==> config.mk <==
export PLATFORM = sky130hd
export DESIGN_NAME = instr_fetch_unit
export DESIGN_NICKNAME = d
export VERILOG_FILES = /design/src/rtl/fetch_pkg.sv /design/src/rtl/instr_fetch_unit_pc_reg.sv /design/src/rtl/instr_fetch_unit.sv
export SDC_FILE = /design/constraint.sdc
export NUM_CORES = 1
export LEC_CHECK = 0
export CAP_MARGIN = 20
export CORE_MARGIN = 4
export CORE_UTILIZATION = 50
export DETAILED_ROUTE_END_ITERATION = 8
export GPL_TIMING_DRIVEN = 0
export PLACE_DENSITY = 0.9
export SLEW_MARGIN = 20
export SYNTH_ARGS = -nofsm -noshare
export SYNTH_HDL_FRONTEND = slang
export SYNTH_SLANG_ARGS = --single-unit
==> constraint.sdc <==
create_clock -name clk -period 4.95 [get_ports clk]
set_input_delay 0.7425 -clock clk [delete_from_list [all_inputs] [get_ports clk]]
set_output_delay 0.7425 -clock clk [all_outputs]
set_load 0.05 [all_outputs]
==> src/rtl/fetch_pkg.sv <==
// rtl/fetch_pkg.sv - shared types and constants for the instruction fetch unit
package fetch_pkg;

    localparam int          ADDR_W          = 32;
    localparam int          INSTR_W         = 32;
    localparam logic [31:0] RESET_PC        = 32'h0000_0000;
    localparam int          MEM_LATENCY_MAX = 15;
    localparam int          CNT_W           = $clog2(MEM_LATENCY_MAX + 1);

    typedef enum logic {
        FETCH_IDLE,
        FETCH_WAIT
    } fetch_state_t;

    // How the PC register moves at the next edge.
    typedef enum logic [1:0] {
        PC_HOLD,
        PC_INC,
        PC_LOAD
    } pc_sel_t;

endpackage

==> src/rtl/instr_fetch_unit_pc_reg.sv <==
// rtl/instr_fetch_unit_pc_reg.sv - PC register with redirect alignment and INSTR_FETCH_ALIGN_CHECK_EN check
module pc_reg #(
    parameter int                ADDR_W   = fetch_pkg::ADDR_W,
    parameter logic [ADDR_W-1:0] RESET_PC = fetch_pkg::RESET_PC[ADDR_W-1:0]
) (
    input  logic              clk,
    input  logic              rst_n,
    input  logic              pc_load,
    input  logic [ADDR_W-1:0] pc_load_val,
    input  fetch_pkg::pc_sel_t sel,
    input  logic [ADDR_W-1:0] sel_val,
    output logic              load_ok,
    output logic [ADDR_W-1:0] load_target,
    output logic [ADDR_W-1:0] pc,
    output logic [ADDR_W-1:0] pc_plus4,
    output logic              misalign_err
);
    import fetch_pkg::*;

    // Redirect targets are always forced onto a word boundary.
    assign load_target = pc_load_val & {{(ADDR_W-2){1'b1}}, 2'b00};
    assign pc_plus4    = pc + ADDR_W'(4);

`ifdef INSTR_FETCH_ALIGN_CHECK_EN
    // A misaligned target is refused rather than rounded down.
    assign load_ok = pc_load && (pc_load_val[1:0] == 2'b00);

    // Sticky error: once a bad redirect is seen it stays set until reset.
    always_ff @(posedge clk or negedge rst_n) begin
        if (!rst_n) begin
            misalign_err <= 1'b0;
        end else if (pc_load && (pc_load_val[1:0] != 2'b00)) begin
            misalign_err <= 1'b1;
        end
    end
`else
    assign load_ok      = pc_load;
    assign misalign_err = 1'b0;
`endif

    // PC update: hold, step to the next word, or take a redirect target.
    always_ff @(posedge clk or negedge rst_n) begin
        if (!rst_n) begin
            pc <= RESET_PC;
        end else begin
            case (sel)
                PC_INC:  pc <= pc_plus4;
                PC_LOAD: pc <= sel_val;
                default: pc <= pc;
            endcase
        end
    end

endmodule

==> src/rtl/instr_fetch_unit.sv <==
// rtl/instr_fetch_unit.sv - instruction fetch requester; optional INSTR_FETCH_ALIGN_CHECK_EN redirect check
module instr_fetch_unit #(
    parameter int                ADDR_W      = fetch_pkg::ADDR_W,
    parameter int                INSTR_W     = fetch_pkg::INSTR_W,
    parameter logic [ADDR_W-1:0] RESET_PC    = fetch_pkg::RESET_PC[ADDR_W-1:0],
    parameter int                MEM_LATENCY = 2
) (
    input  logic               clk,
    input  logic               rst_n,
    input  logic               fetch_req,
    output logic               fetch_ready,
    input  logic               flush,
    input  logic               pc_load,
    input  logic [ADDR_W-1:0]  pc_load_val,
    output logic [ADDR_W-1:0]  imem_addr,
    input  logic [INSTR_W-1:0] imem_instr,
    output logic [INSTR_W-1:0] ir,
    output logic               ir_valid,
    output logic [ADDR_W-1:0]  pc,
    output logic [ADDR_W-1:0]  pc_plus4,
    output logic               misalign_err
);
    import fetch_pkg::*;

    fetch_state_t       state, state_d;
    logic [CNT_W-1:0]   cnt, cnt_d;
    logic [ADDR_W-1:0]  addr_d;
    logic [INSTR_W-1:0] ir_d;
    logic               ir_valid_d;
    logic               pend_valid, pend_valid_d;
    logic [ADDR_W-1:0]  pend_pc, pend_pc_d;
    pc_sel_t            pc_sel;
    logic [ADDR_W-1:0]  pc_sel_val;
    logic               load_ok;
    logic [ADDR_W-1:0]  load_target;

    pc_reg #(
        .ADDR_W   (ADDR_W),
        .RESET_PC (RESET_PC)
    ) u_pc_reg (
        .clk          (clk),
        .rst_n        (rst_n),
        .pc_load      (pc_load),
        .pc_load_val  (pc_load_val),
        .sel          (pc_sel),
        .sel_val      (pc_sel_val),
        .load_ok      (load_ok),
        .load_target  (load_target),
        .pc           (pc),
        .pc_plus4     (pc_plus4),
        .misalign_err (misalign_err)
    );

    assign fetch_ready = (state == FETCH_IDLE);

    // Next-state, address hold, IR capture and PC selection.
    always_comb begin
        state_d      = state;
        cnt_d        = cnt;
        addr_d       = imem_addr;
        ir_d         = ir;
        ir_valid_d   = 1'b0;
        pend_valid_d = pend_valid;
        pend_pc_d    = pend_pc;
        pc_sel       = PC_HOLD;
        pc_sel_val   = load_target;
        case (state)
            FETCH_IDLE: begin
                // A redirect in the same cycle as a request wins: fetch the new target.
                if (load_ok) begin
                    pc_sel = PC_LOAD;
                    addr_d = load_target;
                end
                if (fetch_req) begin
                    addr_d  = load_ok ? load_target : pc;
                    cnt_d   = CNT_W'(MEM_LATENCY - 1);
                    state_d = FETCH_WAIT;
                end
            end
            FETCH_WAIT: begin
                // Redirects while busy are parked; the newest one wins.
                if (load_ok) begin
                    pend_valid_d = 1'b1;
                    pend_pc_d    = load_target;
                end
                if (flush) begin
                    state_d      = FETCH_IDLE;
                    pend_valid_d = 1'b0;
                    if (load_ok || pend_valid) begin
                        pc_sel     = PC_LOAD;
                        pc_sel_val = load_ok ? load_target : pend_pc;
                    end
                end else if (cnt == '0) begin
                    ir_d         = imem_instr;
                    ir_valid_d   = 1'b1;
                    state_d      = FETCH_IDLE;
                    pend_valid_d = 1'b0;
                    if (load_ok || pend_valid) begin
                        pc_sel     = PC_LOAD;
                        pc_sel_val = load_ok ? load_target : pend_pc;
                    end else begin
                        pc_sel = PC_INC;
                    end
                end else begin
                    cnt_d = cnt - 1'b1;
                end
            end
            default: state_d = FETCH_IDLE;
        endcase
    end

    // Control and datapath registers.
    always_ff @(posedge clk or negedge rst_n) begin
        if (!rst_n) begin
            state      <= FETCH_IDLE;
            cnt        <= '0;
            imem_addr  <= RESET_PC;
            ir         <= '0;
            ir_valid   <= 1'b0;
            pend_valid <= 1'b0;
            pend_pc    <= '0;
        end else begin
            state      <= state_d;
            cnt        <= cnt_d;
            imem_addr  <= addr_d;
            ir         <= ir_d;
            ir_valid   <= ir_valid_d;
            pend_valid <= pend_valid_d;
            pend_pc    <= pend_pc_d;
        end
    end

endmodule

Yosys cells after proc, flatten, opt, wreduce, memory -nomap -nowiden. Cells that the tools add are included.

Bits in registers: 135. Input bits: 69. Output and inout bits: 131. Word-level logic and storage cells: 55.

Add/sub/neg operators: 2. Eq/ne operators: 5. Mux-type cells: 29. Bitwise gates (word level): 2. Reductions and logical operators: 9.

Operators with widths (number): $mux 32 (8); $pmux 32 s2 (1); $add 32x3->32 const B (1); $mux 4 (3); $mux 2 (5); $mux 1 (9); $pmux 4 s2 (1); $ne 2x2->1 const B (3); $reduce_and 3->1 (2); $logic_not 4->1 (1); $pmux 2 s2 (1); $reduce_and 2->1 (2); $reduce_bool 2->1 (2); $sub 4x1->4 const B (1); $reduce_bool 3->1 (1); $eq 2x1->1 const B (1); $eq 2x2->1 const B (1); $not 1->1 (2); $pmux 1 s2 (1); $logic_or 1x1->1 (1).

Depth between registers and ports, before layout.
Word-level depth: 7. Depth in mapped cells: 16.

Cells and area by module. A second synthesis with hierarchy kept.

Cells, all modules: 716. Area total of the unflattened synthesis: 7679.9 µm².

Modules (own cells, without submodules): instr_fetch_unit (times used 1, cells each 395, area an instance 4921.0 µm², seq. area each 2577.5 µm²); pc_reg (times used 1, cells each 321, area an instance 2758.9 µm², seq. area each 800.8 µm²).

Worst setup path after synthesis. OpenSTA, ideal clock, no wires.

Path type: register to output. Start: register u_pc_reg.pc[2]. End: output pc_plus4[24]. Data arrival time: 2715 ps. Data required time: 4208 ps. Path slack: 1493 ps. Stages on the path, launching flop included: 8. Cell sequence: dfrtp_1 > ha_1 > nand4_1 > nor3_2 > buf_4 > nand2_1 > nor2_1 > xor2_1.

Cells in the longest elaborated chain, start to end: 1.

RTL lines: start: declaration (RTL line instr_fetch_unit_pc_reg.sv:14) `output logic [ADDR_W-1:0] pc,`; start signal: assignment (RTL line instr_fetch_unit_pc_reg.sv:47) `PC_INC: pc <= pc_plus4;`; start signal: assignment (RTL line instr_fetch_unit_pc_reg.sv:48) `PC_LOAD: pc <= sel_val;`; start signal: assignment (RTL line instr_fetch_unit_pc_reg.sv:49) `default: pc <= pc;`; $add 32x3->32 (RTL line instr_fetch_unit_pc_reg.sv:22) `assign pc_plus4 = pc + ADDR_W'(4);`; end: declaration (RTL line instr_fetch_unit.sv:20) `output logic [ADDR_W-1:0] pc_plus4,`.

Every way passes these cells.

Worst setup path in the final report. Same ends and word-level chain as after synthesis.

==> results.toml <==
[run_status]
status = "finished clean"

[logic_synthesis]
synth_compound_area_share_pct = 15.30
synth.distinct_cells = 65
synthSimpleGateAreaFrac_pct = 19.24
mappedNetlistNets = 797
synth_xor_area_share_pct = 3.968
post-synth-top-count-cell = "nand2_1"
yosys_warnings = 0
seq_area_frac_synth_pct = 49.37
synthFlopType = "dfrtp_1"
syn_avg_cell_area_um2 = 9.464
syn_inst = 723
synthAdderAreaFrac_pct = 0.9142
synth_top_family_by_area = "simple AND/OR/NAND/NOR gates"
yosys.area.top_type = "dfrtp_1"
synth_mux_area_share_pct = 6.144
synth_area_leaders = "dfrtp_1, nand2_1, mux2_2"
mappedNetlistArea_mm2 = 0.006843
synth_top_area_share_pct = 49.37
ys_ff_latch = 135
async_reset_ff_share_pct = 100.0
synth-edff-count = 0
synth_common_cells = "nand2_1, dfrtp_1, o21ai_0, clkbuf_1, mux2_2"

[job]
drv_cap = 0

[sta]
relSlewSlack_pct = 39.96
fin_crit_sh_pct = 87.55
fmax_mhz = 230.7
skew_ps = 6.785
worst_pin_slew_ps = 897.3
drv_slew = 0
setup-tns-final_ps = 0
setup_viol = 0
rsz0062_at_grt = "no"
hold_violations = 0
period_needed_ps = 4334
timing.hold.ws_ps = 270.2

[detailed_routing]
drt_iter0_markers = 723
wl_per_cell_um = 19.98
dr.pass1.iters = 5
via_per_inst = 5.880
remaining_drc_errors = 0
routed_wl_mm = 22.50
via_count = 6621
ant_nets = 0

[layout]
antennaDiodeCount = 0
area_growth_pct = 41.31
fin_nets = 1011
drive_above_1_share_pct = 10.84
fin_cells = 1126

[die]
fp-row-count = 42
die-area_mm2 = 0.01562
core_area_mm2 = 0.01335
die_w_um = 125.0
initial_core_util_pct = 51.27
die_y_um = 125.0
io_pins = 200

[global_routing]
grt_max_degree = 70
grt_overflow = 0
grt_pass1_vias = 6743
antenna_found_initial = 0
gr-usage-all-layers_pct = 28.73
grt_pass1_wl_mm = 35.94

[worst_setup_path]
worstSetupPathType = "reg2out"
arrival_ps = 3590
crit_path_start_kind = "register"
cp_max_fo = 10
crit_required_ps = 4210
endpoint_kind = "primary output"

[place]
io_buffers = 194
routabilityCongestion = 0.9080
dpl.hpwl_mm = 15.83
placed_cells = 1094

[clocking]
max-clock-path-buffers = 2
clock-root-buffer = "clkbuf_16"
cts_hold_buf = 0
cts_resized = 0
postCtsSetupBuffers = 0
worstSkewPairLatency_ps = 430
clock-sinks = 135
cts_max_level = 4
cts_tree = "built"
cts_buffers = 17
clk_pin_slew_worst_paths_ps = 60

[power_and_ir_drop]
p_per_area_mw_per_mm2 = 806.3
leakagePower_nw = 4.201
vdd_ir_drop_max_uv = 874.7

[hold_path]
hold_path_class = "in2async"
==> cell usage in the layout (no fill, tap or decap), types with 5 or more instances in the layout <==
cell,count
clkdlybuf4s50_1,193
nand2_1,190
dfrtp_1,135
o21ai_0,54
clkbuf_1,36
mux2_2,32
a22oi_1,30
a21oi_1,26
nor2_1,23
xnor2_1,20
clkbuf_16,17
nand3_1,14
nand4_1,11
and3_1,11
inv_1,11
xor2_1,11
a31oi_1,10
buf_2,9
buf_4,8
nor3_1,6
mux2i_1,6
clkbuf_8,5
ha_1,5
==> cell type report <==
type | count | area, µm²
Fill cell | 985 | 3679
Timing Repair Buffer | 195 | 1974
Buffer | 60 | 297.8
Sequential cell | 135 | 3378
Clock buffer | 20 | 456.7
Clock inverter | 12 | 175.2
Tap cell | 176 | 220.2
Multi-Input combinational cell | 516 | 3122
Inverter | 12 | 45.04
==> worst paths after layout <==
kind / startpoint / end / slack (ps) / cells past startpoint
hold / removal: rst_n / ir[24] / 270 / 1
setup / recovery: u_pc_reg.pc[2] / pc_plus4[24] / 620 / 8
hold reg to reg: ir[30] / ir[30] / 470 / 2
setup reg to reg: cnt[0] / u_pc_reg.pc[13] / 870 / 14
min in group clk: ir[30] / ir[30] / 470 / 2
max in group asynchronous: rst_n / cnt[1] / 3940 / 2
==> cell families after synthesis <==
group,Yosys count
flops,135
buf+inv,72
other cells,1
xor+xnor,31
fa+ha+maj,5
simple gates,281
mux,38
compound gates,160
==> critical path: stages, from the launching register on <==
cell and delay (ps):
dfrtp_1 520, ha_1 340, nand4_1 300, nor3_2 330
buf_4 250, nand2_1 130, nor2_1 260, xor2_1 190
clkdlybuf4s50_1 840
==> through the flow <==
stage | utilization, % | instance area, µm² | total power (W) | worst slack, ps
4_1_cts | 72.44 | 9669 | 0.007784 | 679.6
5_1_grt | 72.44 | 9669 | 0.008114 | 508.3
2_1_floorplan | - | 6843 | 0.004858 | 1493
3_5_place_dp | 67.71 | 9037 | 0.006394 | 579.7
6_report | 72.44 | 9669 | 0.007796 | 616.3
3_3_place_gp | 67.46 | 9005 | 0.006308 | -2255
==> power breakdown <==
part / internal [W] / leakage, nW / total, W / switching, W
logic: 0.00146 / 2.25 / 0.00443 / 0.00298
registers: 0.00160 / 1.65 / 0.00201 / 0.000408
clock network: 0.000867 / 0.302 / 0.00135 / 0.000484
total: 0.00393 / 4.20 / 0.00780 / 0.00387
==> routing by layer <==
metal | track usage, % | share of wire [%] | vias to the layer above
met5 | 0 | 0 | -
met2 | 46.25 | 47 | 402
met1 | 37.06 | 40 | 3199
met3 | 8.273 | 9.9 | 66
met4 | 10.91 | 3.2 | 0
li1 | - | - | 2954
Note: power is estimated with default switching activity, not from simulation.
